--- config.mk ---
export PLATFORM = sky130hd
export DESIGN_NAME = seg7_bar_reader
export DESIGN_NICKNAME = d
export VERILOG_FILES = /design/src/rtl/seg7_pkg.sv /design/src/rtl/seg7_decode.sv /design/src/rtl/seg7_bar_reader.sv
export SDC_FILE = /design/constraint.sdc
export NUM_CORES = 1
export LEC_CHECK = 0
export BUFFER_PORTS_ARGS = -buffer_cell sky130_fd_sc_hd__buf_2
export CORE_MARGIN = 3
export CORE_UTILIZATION = 39
export CTS_CLUSTER_SIZE = 12
export DETAILED_ROUTE_END_ITERATION = 8
export PLACE_DENSITY_LB_ADDON = 0.15
export SLEW_MARGIN = 20
export SYNTH_ARGS = -nofsm -noshare
export SYNTH_HDL_FRONTEND = slang
export SYNTH_HIERARCHICAL = 1
export SYNTH_SLANG_ARGS = --single-unit
--- constraint.sdc ---
create_clock -name clk -period 3 [get_ports clk]
set_input_delay 0.3 -clock clk [delete_from_list [all_inputs] [get_ports clk]]
set_output_delay 0.3 -clock clk [all_outputs]
set_load 0.005 [all_outputs]
--- src/rtl/seg7_pkg.sv ---
// Shared seven-segment constants and decode result bundle.
// Patterns are {g,f,e,d,c,b,a}, bit i = segment i lit.
package seg7_pkg;

    localparam int SEG_A = 0;
    localparam int SEG_B = 1;
    localparam int SEG_C = 2;
    localparam int SEG_D = 3;
    localparam int SEG_E = 4;
    localparam int SEG_F = 5;
    localparam int SEG_G = 6;

    localparam logic [6:0] SEG7_BLANK = 7'h00;

    // Entry 15 is listed first so that SEG7_HEX[d] is the glyph of d.
    localparam logic [15:0][6:0] SEG7_HEX = {
        7'h71, 7'h79, 7'h5E, 7'h39,
        7'h7C, 7'h77, 7'h6F, 7'h7F,
        7'h07, 7'h7D, 7'h6D, 7'h66,
        7'h4F, 7'h5B, 7'h06, 7'h3F
    };

    typedef struct packed {
        logic       valid;
        logic       is_blank;
        logic [3:0] digit;
    } seg7_dec_t;

endpackage

--- src/rtl/seg7_decode.sv ---
// Combinational seven-segment pattern to hex digit decoder.
// Patterns outside the glyph table and blank leave valid low.
module seg7_decode
    import seg7_pkg::*;
(
    input  logic [6:0] pattern,
    output seg7_dec_t  dec
);

    always_comb begin
        dec = '0;
        dec.is_blank = (pattern == SEG7_BLANK);
        for (int i = 0; i < 16; i++) begin
            if (pattern == SEG7_HEX[i]) begin
                dec.valid = 1'b1;
                dec.digit = 4'(i);
            end
        end
    end

endmodule

--- src/rtl/seg7_bar_reader.sv ---
// Monitors seven RGB segment bars, decodes stable patterns to hex digits
// and flags digits that break the +1 mod 16 count sequence.
module seg7_bar_reader
    import seg7_pkg::*;
#(
    parameter int         STABLE_CYCLES = 4,
    parameter logic [7:0] LIT_THRESH    = 8'h80,
    parameter int         ERR_CNT_W     = 8
) (
    input  logic                 clk,
    input  logic                 rst,
    input  logic [23:0]          bar_0,
    input  logic [23:0]          bar_1,
    input  logic [23:0]          bar_2,
    input  logic [23:0]          bar_3,
    input  logic [23:0]          bar_4,
    input  logic [23:0]          bar_5,
    input  logic [23:0]          bar_6,
    output logic [6:0]           segs,
    output logic [3:0]           digit,
    output logic                 digit_valid,
    output logic                 blank,
    output logic                 pattern_err,
    output logic                 seq_err,
    output logic [ERR_CNT_W-1:0] seq_err_cnt
);

    localparam int CNT_W = $clog2(STABLE_CYCLES + 1);
    localparam logic [CNT_W-1:0] CNT_MAX = CNT_W'(STABLE_CYCLES);

    logic [6:0][23:0] bars;
    logic [6:0]       lit_d;
    logic [6:0]       seg_q;
    logic [6:0]       seg_prev_q;
    logic [CNT_W-1:0] cnt_q;
    logic [CNT_W-1:0] cnt_d;
    logic             acc_q;
    logic             acc_eff;
    logic             acc_d;
    logic             accept;
    logic             same;
    logic             has_prev;
    logic [3:0]       prev_digit;
    seg7_dec_t        dec;

    assign bars[SEG_A] = bar_0;
    assign bars[SEG_B] = bar_1;
    assign bars[SEG_C] = bar_2;
    assign bars[SEG_D] = bar_3;
    assign bars[SEG_E] = bar_4;
    assign bars[SEG_F] = bar_5;
    assign bars[SEG_G] = bar_6;

    always_comb begin
        lit_d = '0;
        for (int i = 0; i < 7; i++) begin
            lit_d[i] = (bars[i][23:16] >= LIT_THRESH)
                     | (bars[i][15:8]  >= LIT_THRESH)
                     | (bars[i][7:0]   >= LIT_THRESH);
        end
    end

    // A changed pattern restarts the episode, so it may accept afresh.
    always_comb begin
        same    = (seg_q == seg_prev_q);
        cnt_d   = CNT_W'(1);
        acc_eff = 1'b0;
        if (same) begin
            cnt_d   = (cnt_q == CNT_MAX) ? cnt_q : cnt_q + 1'b1;
            acc_eff = acc_q;
        end
        accept = (cnt_d == CNT_MAX) && !acc_eff;
        acc_d  = acc_eff | accept;
    end

    seg7_decode u_decode (
        .pattern (seg_q),
        .dec     (dec)
    );

    always_ff @(posedge clk or negedge rst) begin
        if (!rst) begin
            seg_q       <= '0;
            seg_prev_q  <= '0;
            cnt_q       <= '0;
            acc_q       <= 1'b0;
            has_prev    <= 1'b0;
            prev_digit  <= '0;
            segs        <= '0;
            digit       <= '0;
            digit_valid <= 1'b0;
            blank       <= 1'b0;
            pattern_err <= 1'b0;
            seq_err     <= 1'b0;
            seq_err_cnt <= '0;
        end else begin
            seg_q       <= lit_d;
            seg_prev_q  <= seg_q;
            cnt_q       <= cnt_d;
            acc_q       <= acc_d;
            digit_valid <= 1'b0;
            pattern_err <= 1'b0;
            seq_err     <= 1'b0;
            if (accept) begin
                segs <= seg_q;
                if (dec.valid) begin
                    digit       <= dec.digit;
                    digit_valid <= 1'b1;
                    blank       <= 1'b0;
                    prev_digit  <= dec.digit;
                    has_prev    <= 1'b1;
                    if (has_prev && dec.digit != prev_digit + 4'd1) begin
                        seq_err <= 1'b1;
                        if (seq_err_cnt != '1) begin
                            seq_err_cnt <= seq_err_cnt + 1'b1;
                        end
                    end
                end else if (dec.is_blank) begin
                    blank    <= 1'b1;
                    has_prev <= 1'b0;
                end else begin
                    pattern_err <= 1'b1;
                    has_prev    <= 1'b0;
                end
            end
        end
    end

endmodule

==> results by group, run 1 <==
Clock network
  – CTS tree: yes
  – Clk_lat worst skew: about 0.30 ns
  – Cts repair resizes: 0
  – CTS Sinks: 42
  – Postcts setup bufs: 0
  – CTS root buffer: clkbuf_8
  – Cts bufs inserted: 5
  – Clock Path Buffers: 2
  – CTS clock-pin slew for the worst setup and hold paths: 0.08 ns
  – Hold_buf cts: 0
  – H-tree Lvls: 2

Global route
  – GRT Util Overall: approximately 15%
  – First-pass GRT wire length: 7760 microns
  – Vias in the first global route: approximately 1600
  – Largest net degree at the start of global routing: between 40 and 50
  – Initial antenna violation count: 0
  – Gr ovfl total: 0

Placement
  – Pre-CTS worst setup slack: 0.297 ns
  – Placed cell area: 2630 sq um
  – Final GP Congestion: 0.871
  – Dpl cells: 322
  – IO Port Bufs: 45
  – Final HPWL DP: between 3000 and 4000 microns

Finish
  – Non-filler cells, final: 330
  – Area occupied by registers: 1050 sq um
  – Multi-input gate area: roughly 1100 sq um
  – Post-route design area: 2720 sq um
  – Post-Route Utilization: 48.4%
  – Layout cells sized above 1: roughly a third
  – N_diodes: 0
  – FILL cells: approximately 560
  – Area delta synth->final: 18.6%
  – Commonest non-fill, non-tap cells in the layout: 45 x buf_2, 42 x dfrtp_1, 21 x xnor2_1, 12 x nand3_1, 12 x buf_4
  – Most common cell after layout, fill and taps aside: buf_2
  – Nets: 431

Logic synthesis
  – Asr flop ratio synth: 100%
  – Synth Area per Inst: 11.3 sq um
  – Net Count, Synth: 376
  – Synth Register Bits: 42
  – Cells after synthesis: 202
  – Synth top area cells: dfrtp_1 46%, xnor2_1 8.0%, mux2_4 7.2%, nand3_1 2.6%, or3_1 2.5%
  – Seq/Total Area, Yosys: between 40% and 50%
  – Yosys top cell by area: dfrtp_1
  – Synth top area share: 45.9%
  – Ys Warns: 6
  – Number of flops mapped to enable cells by yosys: 0
  – Top FF cell, synth: dfrtp_1
  – Cell area after synthesis: 2290 sq um
  – Library cells used by synthesis: 43

Setup path
  – Critical register-to-register path endpoint: seq_err_cnt[1]
  – Crit-path cells: or3b_2 -> o21ai_0 -> a2bb2oi_1 -> o21ai_0 -> xnor2_1 -> xnor2_1 -> a31oi_4 -> nand3_2 -> mux2_4
  – Slowest stage delay, CP: 0.60 ns
  – FF-to-FF path depth: 9
  – Worst Setup End Kind: flip-flop
  – CP Class: reg2reg
  – CP Launch Type: flip-flop
  – Crit path DAT: 2.92 ns
  – R2R setup slack: ~0.26 ns
  – Crit-path max FO: 12
  – Slowest CP cell: dfrtp_1
  – CP required: 3.18 ns
  – RR Startpoint: seg_q[3]

Timing
  – Pins Over Slew Limit: 0
  – Worst hold slack: between 0.1 and 0.15 ns
  – Endpoints failing hold: 0
  – Sum Neg Setup Slack: 0 ns
  – RSZ-0062 raised after global routing: false
  – Setup-failing EPs final: 0
  – Relative slew slack: 38.4%
  – Tmin final: 2.74 ns
  – Final period util: 91.2%
  – Worst setup margin: 0.265 ns
  – Worst Skew: about 0.015 ns
  – Max Freq: ~370 MHz
  – Slew @ Worst Pin: 0.923 ns

Floorplan
  – Initial core utilization: 40.8%
  – Die height: 82.6 microns
  – Die area: 6830 sq um
  – Core area: 5610 sq um
  – Die X-Extent: 82.6 microns
  – Boundary Pins: 193
  – Row cnt: 27

Detailed routing
  – DRC Markers: 0
  – Initial DRC count: ~110
  – Per-cell routed wire length: 14.2 microns
  – Via density: 5.06
  – Antenna Nets Post-Route: 0
  – Overall via count from detail_route: 1671
  – Pre-Repair DR Iteration Count: 4
  – Final wirelength: 4670 microns

Power
  – Power density over the cells: ~490 nW/um^2
  – Peak supply drop: 0.240 mV
  – Tot Pwr: roughly 1.3 mW
  – Leakage power: 1.28 nW

Job
  – Number of max-cap violations: 0

Min path
  – Worst Hold Class: in2async

Status
  – Outcome: finished clean
metal layers:
| layer | global-route usage, % | up-vias | part of all wire [%] |
|---|---|---|---|
| met5 | 0 | - | 0 |
| met2 | 21.8 | 46 | 44 |
| met1 | 21.6 | 792 | 50 |
| met4 | 4.90 | 0 | 0.83 |
| li1 | - | 829 | - |
| met3 | 3.69 | 4 | 4.9 |
cell families (layout without fill, tap and decap cells):
group                      after synthesis  count (layout)  share of synthesized area [%]
DFF                                     42              42                           45.9
xor gates and xnor gates                24              24                           9.18
AOI/OAI and AO/OA                       27              27                           9.02
muxes                                   12              12                           7.70
buffers and inverters                   18              74                           4.37
adders and majority gates                4               4                           2.19
and+or+nand+nor                         75              75                           21.6
power breakdown:
part           switching, mW  internal (mW)  total (mW)
clock network          0.195          0.164       0.359
logic                  0.141          0.160       0.301
registers             0.0425          0.621       0.663
cells in the mapped netlist (3+ instances only):
| cell | n |
|---|---|
| nor3_1 | 4 |
| a21oi_1 | 6 |
| o21ai_0 | 7 |
| ha_1 | 4 |
| buf_6 | 4 |
| and3_1 | 3 |
| or3_1 | 9 |
| xor2_1 | 3 |
| nand2b_1 | 4 |
| clkbuf_1 | 3 |
| nand2_1 | 10 |
| nor4_1 | 3 |
| dfrtp_1 | 42 |
| nor2_1 | 7 |
| nand4_1 | 5 |
| xnor2_1 | 21 |
| mux2_4 | 11 |
| inv_1 | 9 |
| nand3b_1 | 3 |
| nand3_1 | 12 |
area by class of cell:
cell class	count	area share, %
clock buffers	6	2.67
clock inverters	2	0.507
inverters	9	1.24
multi-input cells	142	41.9
flip-flops and latches	42	38.7
well taps	72	3.32
repair buffers	57	11.6
sequential cells by signal, summed over array words and instances (netlist names):
signal	count
seg_q	7
cnt_q	3
has_prev	1
segs	7
blank	1
seq_err_cnt	8
seg_prev_q	7
pattern_err	1
seq_err	1
digit_valid	1
acc_q	1
prev_digit	4
how the worst max path moves through the flow:
| stage | from | to | slack (ns) | depth (start not counted) |
|---|---|---|---|---|
| 2_1_floorplan | seg_q[5] | seq_err_cnt[1] | 0.48 | 10 |
| 3_3_place_gp | seg_q[3] | seq_err_cnt[1] | 0.27 | 9 |
| 3_5_place_dp | seg_q[3] | seq_err_cnt[1] | 0.30 | 9 |
| 4_1_cts | seg_q[3] | seq_err_cnt[1] | 0.27 | 9 |
| 5_1_grt | seg_q[3] | seq_err_cnt[1] | 0.04 | 9 |
| 6_report | seg_q[3] | seq_err_cnt[1] | 0.26 | 9 |
worst max-delay path: cells and delay by family, from the launching register on:
family | cells | cell delay (ns)
AOI/OAI and AO/OA | 4 | 0.67
xor gates and xnor gates | 2 | 0.44
DFF | 1 | 0.60
muxes | 1 | 0.30
and+or+nand+nor | 2 | 0.61
Power figures use the tool's default switching activity.
==> inputs of run 2 (changes only) <==
- ABC_AREA: default -> 1
==> run 2 against run 1 <==
  * Utilization decreased by 0.80 points
  * Cell count increased by 28%
  * Synthesized area increased by 0.22%
  * Count of clock-buffer cells in the layout decreased by 1
  * Largest cell class is now sequential cells
  * Sequential cell count unchanged
  * Total power decreased by 5.7%
  * First-iteration DRC count decreased by 4.6%
  * Clock power decreased by 4%
  * Sequential share of layout area increased by 0.65 points
==> results by group, run 2 <==
Timing
  – Final period util: between 80% and 90%
  – Max Freq: ~410 MHz
  – Worst setup margin: roughly 0.56 ns
  – Setup-failing EPs final: 0
  – Relative slew slack: about two fifths
  – Sum Neg Setup Slack: 0 ns
  – Tmin final: 2.44 ns
  – Pins Over Slew Limit: 0
  – Slew @ Worst Pin: 0.927 ns
  – RSZ-0062 raised after global routing: false
  – Endpoints failing hold: 0
  – Worst Skew: 0.00793 ns

Placement
  – Final GP Congestion: 0.811
  – Final HPWL DP: between 3000 and 4000 microns
  – Pre-CTS worst setup slack: 0.639 ns
  – IO Port Bufs: 45

Clock network
  – Clk_lat worst skew: 0.29 ns
  – CTS root buffer: clkbuf_8
  – Postcts setup bufs: 0
  – Hold_buf cts: 0
  – CTS Sinks: 42
  – CTS clock-pin slew for the worst setup and hold paths: 0.08 ns
  – H-tree Lvls: 2
  – Cts repair resizes: 0
  – Cts bufs inserted: 5
  – CTS tree: yes
  – Clock Path Buffers: 2

Finish
  – Area delta synth->final: 16.4%
  – Biggest register: seq_err_cnt
  – Commonest non-fill, non-tap cells in the layout: 88 x nand2_1, 53 x inv_1, 45 x buf_2, 42 x dfrtp_1, 26 x nor2_1
  – Layout cells sized above 1: approximately a fifth
  – Post-Route Utilization: a little under half
  – FILL cells: 585
  – Max FFs per register: 8
  – Most common cell after layout, fill and taps aside: nand2_1
  – Nets: approximately 520
  – N_diodes: 0

Logic synthesis
  – Library cells used by synthesis: 28
  – Top FF cell, synth: dfrtp_1
  – Cell area after synthesis: 2290 sq um
  – Most frequent cell after synthesis: nand2_1
  – Post-synth top cells: 88 x nand2_1, 53 x inv_1, 42 x dfrtp_1
  – Synth top area share: 45.8%
  – Synth Register Bits: 42
  – Number of flops mapped to enable cells by yosys: 0
  – Ys Warns: 6
  – Asr flop ratio synth: 100%
  – Synth Area per Inst: 7.67 sq um
  – Cells after synthesis: 299
  – Net Count, Synth: approximately 470
  – Seq/Total Area, Yosys: a little under half
  – Synth top area cells: dfrtp_1 46%, nand2_1 14%, inv_1 8.7%, nand3_1 5.5%, nor2_1 4.3%
  – Yosys top cell by area: dfrtp_1

Detailed routing
  – Via density: 4.71
  – Pre-Repair DR Iteration Count: 4
  – Antenna Nets Post-Route: 0
  – Per-cell routed wire length: approximately 12 microns
  – DRC Markers: 0
  – Initial DRC count: 103
  – Final wirelength: roughly 4800 microns
  – Overall via count from detail_route: 1982

Floorplan
  – Initial core utilization: around two fifths
  – Boundary Pins: around 190
  – Row cnt: 27
  – Die X-Extent: 82.7 microns
  – Die height: 82.7 microns
  – Die area: just under 7000 sq um
  – Core area: 5610 sq um

Power
  – Peak supply drop: about 0.21 mV
  – Leakage power: roughly 1.6 nW
  – Power density over the cells: 467 nW/um^2

Status
  – Outcome: finished clean

Global route
  – Gr ovfl total: 0
  – Largest net degree at the start of global routing: 43
  – First-pass GRT wire length: 7710 microns
  – Initial antenna violation count: 0
  – GRT Util Overall: ~15%
  – Vias in the first global route: 1746

Setup path
  – R2R setup slack: 0.56 ns
  – RR Startpoint: seg_q[5]
  – FF-to-FF path depth: 16
  – CP required: 3.23 ns
  – Critical register-to-register path endpoint: seq_err_cnt[0]
  – Crit-path max FO: 9
  – Crit path DAT: between 2 and 3 ns
  – CP Launch Type: flip-flop
  – Worst Setup End Kind: flip-flop
  – CP Class: reg2reg

Min path
  – Worst Hold Class: in2async

Job
  – Number of max-cap violations: 0
[run 2: changes by cell type after synthesis, sizes merged, moves of 7 or more]
| cell | change |
|---|---|
| nor2 | +26 |
| nand3 | +11 |
| nand4 | +7 |
| inv | +45 |
| nand2 | +83 |
| mux2 | -12 |
| xnor2 | -19 |
[run 2: final cells by class]
class | instances | area [sq um] | share of cell area [%]
Sequential cell | 42 | 1050 | 39.4
Multi-Input combinational cell | 200 | 1020 | 38.1
Timing Repair Buffer | 45 | 225 | 8.43
Inverter | 55 | 206 | 7.73
Tap cell | 72 | 90.1 | 3.37
Clock buffer | 5 | 68.8 | 2.58
Clock inverter | 2 | 10.0 | 0.375
[run 2: per-stage QoR]
stage / hold slack [ns] / cells / power (mW) / instance area [sq um]
floorplan: 0.00441 / 299 / 0.812 / 2290
global placement: 0.464 / 414 / 0.912 / 2590
detailed placement: 0.468 / 414 / 0.917 / 2590
CTS: 0.177 / 421 / 1.27 / 2670
global route: 0.175 / 421 / 1.33 / 2670
finish: 0.141 / 421 / 1.25 / 2670
[run 2: cells by family (layout without fill, tap and decap cells)]
group / after synthesis / after routing / synth area share [%]
compound gates: 13 / 13 / 2.83
xor+xnor: 4 / 4 / 2.34
fa+ha+maj: 4 / 4 / 2.18
buf+inv: 57 / 107 / 9.81
flops: 42 / 42 / 45.8
simple gates: 179 / 179 / 37.0
[run 2: worst max-delay path: stages, from the launching register on]
cell,delay [ns]
dfrtp_1,0.50
inv_1,0.09
nand2_2,0.09
nor2_2,0.05
nand2_1,0.10
nand3_1,0.07
nor3_1,0.13
nand4_1,0.17
xor2_1,0.17
nand2_1,0.07
nor2_1,0.11
nand2_1,0.08
nand3_1,0.17
clkinv_1,0.26
nand3_1,0.19
nand2_1,0.07
nand2_1,0.05
[run 2: how the worst max path moves through the flow]
stage	cells past startpoint	slack, ns	start	to
floorplan	16	1.03	seg_q[5]	seq_err_cnt[0]
global placement	14	0.62	seg_q[0]	seq_err_cnt[5]
detailed placement	16	0.64	seg_q[5]	seq_err_cnt[0]
CTS	16	0.60	seg_q[5]	seq_err_cnt[0]
global route	20	0.26	seg_q[6]	seq_err_cnt[0]
finish	16	0.56	seg_q[5]	seq_err_cnt[0]
[run 2: layer usage]
metal	vias up	track usage, %	part of all wire, %
met5	-	0	0
met4	0	5.07	0.60
met3	2	3.47	2.8
met2	34	25.6	50
met1	908	18.4	46
li1	1038	-	-
[run 2: report_power, final]
group	total, mW	leakage (nW)	switching [mW]	internal (mW)
registers	0.657	0.514	0.0385	0.618
clock network	0.345	0.0438	0.189	0.156
logic	0.245	0.996	0.152	0.0931
